**src/rtl/memory_arbiter_pkg.sv**
```systemverilog
// Shared types for the memory arbiter: register value type, requester
// indices and the arbiter FSM state encoding.
package memory_arbiter_pkg;

  typedef logic [31:0] regval_t;

  localparam int unsigned NRQ      = 3;
  localparam int unsigned ReqFetch = 0;
  localparam int unsigned ReqRead  = 1;
  localparam int unsigned ReqWrite = 2;

  typedef logic [1:0] req_idx_t;

  typedef enum logic [1:0] {
    IDLE  = 2'd0,
    ISSUE = 2'd1,
    WAIT  = 2'd2,
    DONE  = 2'd3
  } arb_state_t;

  function automatic logic [NRQ-1:0] owner_onehot(input req_idx_t idx);
    return NRQ'(1) << idx;
  endfunction

endpackage

```
**src/rtl/memory_arbiter.sv**
```systemverilog
// Fixed-priority arbiter sequencing fetch, read and write requesters onto a
// single Avalon-MM style memory port, with a watchdog for hung transactions.
module memory_arbiter
  import memory_arbiter_pkg::*;
#(
  parameter int unsigned TimeoutCycles = 256
) (
  input  logic                    clock,
  input  logic                    reset,
  input  logic [NRQ-1:0]          request,
  input  regval_t [NRQ-1:0]       address,
  input  regval_t                 write_data,
  output logic [NRQ-1:0]          data_valid,
  output logic                    error,
  output regval_t                 read_data,
  output regval_t                 mem_address,
  output logic                    mem_read,
  output logic                    mem_write,
  output regval_t                 mem_writedata,
  input  logic                    mem_waitrequest,
  input  regval_t                 mem_readdata,
  input  logic                    mem_readdatavalid
);

  localparam logic [15:0] WdLast = 16'(TimeoutCycles - 1);

  arb_state_t      state, state_next;
  req_idx_t        owner, owner_next;
  logic [15:0]     wd, wd_next;
  logic            stale, stale_next;
  logic            mem_read_next, mem_write_next;
  regval_t         mem_address_next, mem_writedata_next;
  logic [NRQ-1:0]  data_valid_next;
  logic            error_next;
  regval_t         read_data_next;

  logic            grant_valid;
  req_idx_t        grant;
  logic            wd_expired;
  logic            resp_live;

  always_ff @(posedge clock) begin
    if (reset) begin
      state         <= IDLE;
      owner         <= req_idx_t'(ReqFetch);
      wd            <= '0;
      stale         <= 1'b0;
      mem_read      <= 1'b0;
      mem_write     <= 1'b0;
      mem_address   <= '0;
      mem_writedata <= '0;
      data_valid    <= '0;
      error         <= 1'b0;
      read_data     <= '0;
    end else begin
      state         <= state_next;
      owner         <= owner_next;
      wd            <= wd_next;
      stale         <= stale_next;
      mem_read      <= mem_read_next;
      mem_write     <= mem_write_next;
      mem_address   <= mem_address_next;
      mem_writedata <= mem_writedata_next;
      data_valid    <= data_valid_next;
      error         <= error_next;
      read_data     <= read_data_next;
    end
  end

  // While a timed-out read is still outstanding only a write may win.
  always_comb begin
    grant_valid = 1'b0;
    grant       = req_idx_t'(ReqFetch);
    if (request[ReqWrite]) begin
      grant_valid = 1'b1;
      grant       = req_idx_t'(ReqWrite);
    end else if (!stale && request[ReqRead]) begin
      grant_valid = 1'b1;
      grant       = req_idx_t'(ReqRead);
    end else if (!stale && request[ReqFetch]) begin
      grant_valid = 1'b1;
      grant       = req_idx_t'(ReqFetch);
    end
  end

  always_comb begin
    state_next         = state;
    owner_next         = owner;
    wd_next            = wd;
    stale_next         = stale;
    mem_read_next      = mem_read;
    mem_write_next     = mem_write;
    mem_address_next   = mem_address;
    mem_writedata_next = mem_writedata;
    data_valid_next    = '0;
    error_next         = 1'b0;
    read_data_next     = read_data;

    wd_expired = (wd >= WdLast);
    resp_live  = mem_readdatavalid && !stale;

    // The late response of a timed-out read is swallowed wherever it lands.
    if (stale && mem_readdatavalid) begin
      stale_next = 1'b0;
    end

    case (state)
      IDLE: begin
        if (grant_valid) begin
          state_next       = ISSUE;
          owner_next       = grant;
          wd_next          = '0;
          mem_address_next = address[grant];
          if (grant == req_idx_t'(ReqWrite)) begin
            mem_write_next     = 1'b1;
            mem_writedata_next = write_data;
          end else begin
            mem_read_next = 1'b1;
          end
        end
      end

      ISSUE: begin
        if (!mem_waitrequest) begin
          mem_read_next  = 1'b0;
          mem_write_next = 1'b0;
          if (mem_write) begin
            state_next      = DONE;
            data_valid_next = owner_onehot(owner);
          end else if (resp_live) begin
            state_next      = DONE;
            data_valid_next = owner_onehot(owner);
            read_data_next  = mem_readdata;
          end else begin
            state_next = WAIT;
            wd_next    = wd + 16'd1;
          end
        end else if (wd_expired) begin
          mem_read_next   = 1'b0;
          mem_write_next  = 1'b0;
          state_next      = DONE;
          data_valid_next = owner_onehot(owner);
          error_next      = 1'b1;
        end else begin
          wd_next = wd + 16'd1;
        end
      end

      WAIT: begin
        if (resp_live) begin
          state_next      = DONE;
          data_valid_next = owner_onehot(owner);
          read_data_next  = mem_readdata;
        end else if (wd_expired) begin
          state_next      = DONE;
          data_valid_next = owner_onehot(owner);
          error_next      = 1'b1;
          stale_next      = 1'b1;
        end else begin
          wd_next = wd + 16'd1;
        end
      end

      DONE: begin
        state_next = IDLE;
      end

      default: begin
        state_next = IDLE;
      end
    endcase
  end

endmodule

```
**config.mk**
```make
export PLATFORM = sky130hd
export DESIGN_NAME = memory_arbiter
export DESIGN_NICKNAME = d
export VERILOG_FILES = /design/src/rtl/memory_arbiter_pkg.sv /design/src/rtl/memory_arbiter.sv
export SDC_FILE = /design/constraint.sdc
export NUM_CORES = 1
export LEC_CHECK = 0
export ABC_AREA = 1
export BUFFER_PORTS_ARGS = -buffer_cell sky130_fd_sc_hd__buf_2
export CAP_MARGIN = 25
export CORE_UTILIZATION = 40
export DETAILED_ROUTE_END_ITERATION = 10
export GPL_TIMING_DRIVEN = 0
export PLACE_DENSITY = 0.67
export SYNTH_ARGS = -nofsm -noshare
export SYNTH_HDL_FRONTEND = slang
export SYNTH_SLANG_ARGS = --single-unit
```
**constraint.sdc**
```tcl
create_clock -name clock -period 2.5 [get_ports clock]
set_clock_uncertainty 0.15 [all_clocks]
set_input_delay 0.5 -clock clock [delete_from_list [all_inputs] [get_ports clock]]
set_output_delay 0.5 -clock clock [all_outputs]
set_load 0.01 [all_outputs]
```
After elaboration in Yosys (flattened, before gate mapping)
Index checks and enable logic that the tools add are counted.
{"block": "word_totals", "ff_bits": 123, "inputBits": 167, "out_inout_bits": 102}
{"block": "op_classes", "n_addsub": 1, "n_lt_le_gt_ge": 2, "n_eq_ne": 13, "shift": 1, "mux": 47, "n_reduce_logical": 15}
{"operator": "$mux W32", "count": 4}
{"operator": "$mux W16", "count": 6}
{"operator": "$bmux W32 S2", "count": 1}
{"operator": "$pmux W32 S2", "count": 1}
{"operator": "$pmux W16 S3", "count": 1}
{"operator": "$mux W1", "count": 19}
{"operator": "$add A16 B1 Y16 const B", "count": 1}
{"operator": "$ge A16 B8 Y1 const B", "count": 1}
{"operator": "$mux W3", "count": 5}
{"operator": "$ne A2 B2 Y1 const B", "count": 6}
{"operator": "$mux W2", "count": 5}
{"operator": "$ne A3 B3 Y1 const B", "count": 3}
{"operator": "$pmux W2 S4", "count": 1}
{"operator": "$reduce_and A4 Y1", "count": 2}
{"operator": "$eq A2 B2 Y1 const B", "count": 3}
{"operator": "$pmux W1 S2", "count": 3}
{"operator": "$pmux W3 S2", "count": 1}
{"operator": "$reduce_and A3 Y1", "count": 2}
{"operator": "$reduce_and A5 Y1", "count": 1}
{"operator": "$logic_and A1 B1 Y1", "count": 4}
{"operator": "$reduce_bool A2 Y1", "count": 2}
{"operator": "$lt A2 B3 Y1 const B", "count": 1}
{"operator": "$reduce_bool A3 Y1", "count": 1}
{"operator": "$shl A1 B2 Y3 const A", "count": 1}
{"operator": "4 further kinds", "count": 4}

Depth between registers and ports, before layout
{"block": "depth", "word_depth": 8, "depth_mapped": 13, "ltp_nobuf": 12}

Least setup slack after synthesis
No wires, ideal clock.
{"block": "synth_path", "path_kind": "reg-to-reg", "startpoint": "register state[1]", "endpoint": "register wd[5]", "t_arrival_ps": 1565, "setup_slack_ps": 676, "stages_incl_launch_ff": 12, "path_buffers": 1, "cell_sequence": "dfxtp_1 -> inv_1 -> ha_1 -> buf_2 -> nor2_1 -> clkinv_1 -> nand2_4 -> nor2_4 -> nand2_1 -> nand3_1 -> nand2_1 -> inv_1"}
{"block": "synth_between", "elab_chain_cells": 3, "word_cells_on_any_way": 10, "classes_between": "6 x eq/ne; 1 x mux; 3 x reduce/logical"}
{"item": "start: declaration", "line": "memory_arbiter.sv:27", "source": "arb_state_t state, state_next;"}
{"item": "start signal: assignment", "line": "memory_arbiter.sv:56", "source": "state <= state_next;"}
{"item": "$eq A2 B1 Y1 (tied with other cells)", "line": "memory_arbiter.sv:107", "source": "case (state)"}
{"item": "$ne A3 B3 Y1 (no line) (tied with other cells)"}
{"item": "$reduce_and A5 Y1 (no line)"}
{"item": "end signal: assignment", "line": "memory_arbiter.sv:58", "source": "wd <= wd_next;"}
{"item": "end: declaration", "line": "memory_arbiter.sv:29", "source": "logic [15:0] wd, wd_next;"}
Several ways; a longest one is shown, not always the timed one.
A chain may end at the register's enable or synchronous reset.

Worst setup path in the final report
{"block": "layout_path", "startpoint": "register state[1]", "endpoint": "register read_data[2]"}
{"block": "layout_between", "elab_chain_cells": 3, "word_cells_on_any_way": 7, "classes_between": "4 x eq/ne; 1 x mux; 2 x reduce/logical"}
{"item": "$eq A2 B1 Y1 or $eq A2 B2 Y1 (tied branches)", "line": "memory_arbiter.sv:107"}
{"item": "$ne A2 B2 Y1 (no line) or $reduce_bool A2 Y1 (tied branches)"}
{"item": "$reduce_and A3 Y1 (no line)"}
{"item": "end signal: assignment", "line": "memory_arbiter.sv:66", "source": "read_data <= read_data_next;"}
{"item": "end: declaration", "line": "memory_arbiter.sv:15", "source": "output regval_t read_data,"}
Several ways; a longest one is shown, not always the timed one.

==> reports/results.tsv <==
metric	value	unit
syn_nets	944	
gr ovfl total	0	
Power Density	781	mW/mm^2
Antenna Nets Post-Route	0	
final worst path period share	0.902	
Ys Warns	0	
slew margin rel.	0.639	
CTS tree	done	
DR WL/cell	14.6	um
mapped cell area	0.00558	sq mm
sequential cell area fraction in the yosys report	0.441	
RSZ-0062 raised after global routing	false	
Starting DRT DRC Count	300	
final hold viol count	0	
Slowest Stage Delay on Critical Path	0.35	ns
fmax	0.443	GHz
Slew Limit Fails	0	
most common cell after layout, fill and taps aside	buf_2	
Worst EP arrival	2.41	ns
slack of the worst reg-to-reg path	0.24	ns
cell area after layout	0.00777	sq mm
dpl cells	1213	
Max rail drop VDD	0.565	mV
post-CTS sizing	0	
max cap viols	0	
commonest cells after routing, fill and taps aside	281 x buf_2, 195 x nor2_1, 123 x dfxtp_1	
FFs w/ async S/R, synth	0	
post-synthesis cell type count	40	
# IOs	269	
Total Wirelength	18.2	mm
Setup WS pre-CTS	0.228	ns
die height	120	um
capture point of the worst reg-to-reg path	read_data[2]	
FF+latch count, synth	123	
EDFF count, synth	0	
Setup Crit Path Kind	reg -> reg	
worst r2r src	state[1]	
detailed placement HPWL	14.1	mm
gpl congestion	0.847	
Worst EP required	2.65	ns
CP Buf/Inv Count	4	
Layout Cells excl Fill	1245	
ANT cells	0	
die area	0.0144	sq mm
leakage power	3.72	nW
fill cell count	1344	
global-route wire length before repair	28.4	mm
share of layout cells above drive strength 1	0.329	
port bufs	266	
instance count on the critical path	10	
critical path's top delay family	simple AND/OR/NAND/NOR gates	
worst reg-to-reg path cell count	10	
pin count of the biggest net entering global routing	17	
GRT Util Overall	0.254	
Clock Path Buffers	2	
critical path, cell by cell	inv_1, ha_1, buf_2, nor2_1, nor2_1, nand2_1, inv_1, buf_2, nor2_1, nor2_1	
slowest CP cell	dfxtp_1	
crit path max fanout	10	
vias in the first global route	5594	
clock slew at reported path FFs	0.06	ns
setup bufs post-CTS	0	
status	completed	
CTS buffer count	17	
initial antenna violation count	0	
Syn Area/Cell	7.24	sq um
Die W	120	um
Starting Density	0.416	
Startpoint Class	register	
core area	0.0134	sq mm
H-tree lvl count	4	
Nets	1229	
post-layout util	0.580	
Vias	6141	
clock sinks	123	
setup TNS	0	ns
Critical path destination	read_data[2]	
# rows	42	
setup slack after layout	0.244	ns
Layout area overhead	39.3	%
clk root buf	clkbuf_16	
DR pass1 iterations	4	
clk_lat worst skew	0.41	ns
# DRC	0	
slew at the pin closest to its max-slew limit	0.542	ns
# hold bufs at CTS	0	
cell repeated most along the worst path	nor2_1	
routed vias/inst	4.93	
post-place instance area	0.00713	sq mm
crit path from	state[1]	
worst hold-check path type	in -> reg	
Tmin final	2.26	ns
top_reg_cell synth	dfxtp_1	
final setup fails	0	
Worst setup EP type	register	
Mapped Cells	771	
==> kinds of logic (layout without fill, tap and decap cells) <==
kind of cell	count (synthesis)	count (layout)	share of synthesized area
adders and majority gates	6	6	0.0135
buffers and inverters	81	379	0.0688
DFF	123	123	0.441
and+or+nand+nor	384	384	0.301
AOI/OAI and AO/OA	177	177	0.175
==> flip-flops by register name (all words and copies together) (netlist names), 2 cells and up <==
| name | count |
|---|---|
| mem_address | 32 |
| mem_writedata | 32 |
| read_data | 32 |
| wd | 16 |
| data_valid | 3 |
| owner | 2 |
| state | 2 |
==> layout make-up <==
cell class | count | area, sq um | share of cell area
flip-flops and latches | 123 | 2460 | 0.317
inverters | 38 | 150 | 0.0193
clock buffers | 22 | 474 | 0.0610
plain buffers | 43 | 235 | 0.0303
multi-input cells | 567 | 2730 | 0.352
clock inverters | 10 | 164 | 0.0211
well taps | 176 | 220 | 0.0283
repair buffers | 266 | 1330 | 0.171
==> worst register-to-register path: stages, from the launching register on <==
cell and delay, ns:
dfxtp_1 0.35, inv_1 0.09, ha_1 0.18, buf_2 0.17
nor2_1 0.31, nor2_1 0.09, nand2_1 0.23, inv_1 0.15
buf_2 0.22, nor2_1 0.14, nor2_1 0.07
==> power by group <==
part | leakage [nW] | total, mW | internal (mW) | switching (mW)
Clock | 0.299 | 2.64 | 1.75 | 0.889
Combinational | 2.41 | 1.18 | 0.466 | 0.719
Sequential | 1.01 | 2.25 | 2.15 | 0.0971
==> cells in the mapped netlist (4+ instances only) <==
| master | count | area [sq um] |
|---|---|---|
| nor2_1 | 195 | 732 |
| o21bai_1 | 5 | 37.5 |
| a41oi_1 | 6 | 52.6 |
| nor2_4 | 4 | 45.0 |
| nor3_1 | 24 | 120 |
| buf_2 | 15 | 75.1 |
| o22ai_1 | 24 | 150 |
| o21ai_0 | 88 | 440 |
| nand2_1 | 107 | 402 |
| inv_1 | 30 | 113 |
| a21oi_1 | 45 | 225 |
| nand2_4 | 5 | 56.3 |
| clkbuf_1 | 21 | 78.8 |
| nand4_1 | 6 | 37.5 |
| ha_1 | 6 | 75.1 |
| nor2_2 | 4 | 25.0 |
| nand3_1 | 27 | 135 |
| dfxtp_1 | 123 | 2460 |
| inv_2 | 5 | 18.8 |
==> how the worst min path moves through the flow <==
stage | startpoint | end | slack, ns | depth (start not counted)
after floorplan | owner[0] | data_valid[0] | 0.26 | 1
after global placement | owner[0] | data_valid[0] | 0.30 | 1
after detailed placement | mem_address[8] | mem_address[8] | 0.30 | 2
after CTS | reset | wd[3] | 0.16 | 2
after global routing | reset | wd[3] | 0.17 | 2
final | reset | wd[3] | 0.17 | 2
==> per-layer routing <==
metal | global-route usage | up-vias | routed length (um)
li1 | - | 3127 | -
met1 | 0.300 | 2772 | 7520
met2 | 0.440 | 208 | 9170
met3 | 0.0604 | 34 | 966
met4 | 0.103 | 0 | 525
met5 | 0 | - | 0
==> stage by stage <==
step,hold WS (ns),total power [mW]
after floorplan,0.262,2.96
after global placement,0.298,3.46
after detailed placement,0.301,3.47
after CTS,0.157,6.10
after global routing,0.170,6.37
final,0.168,6.07
No activity file was read; power rests on OpenSTA's default activity.
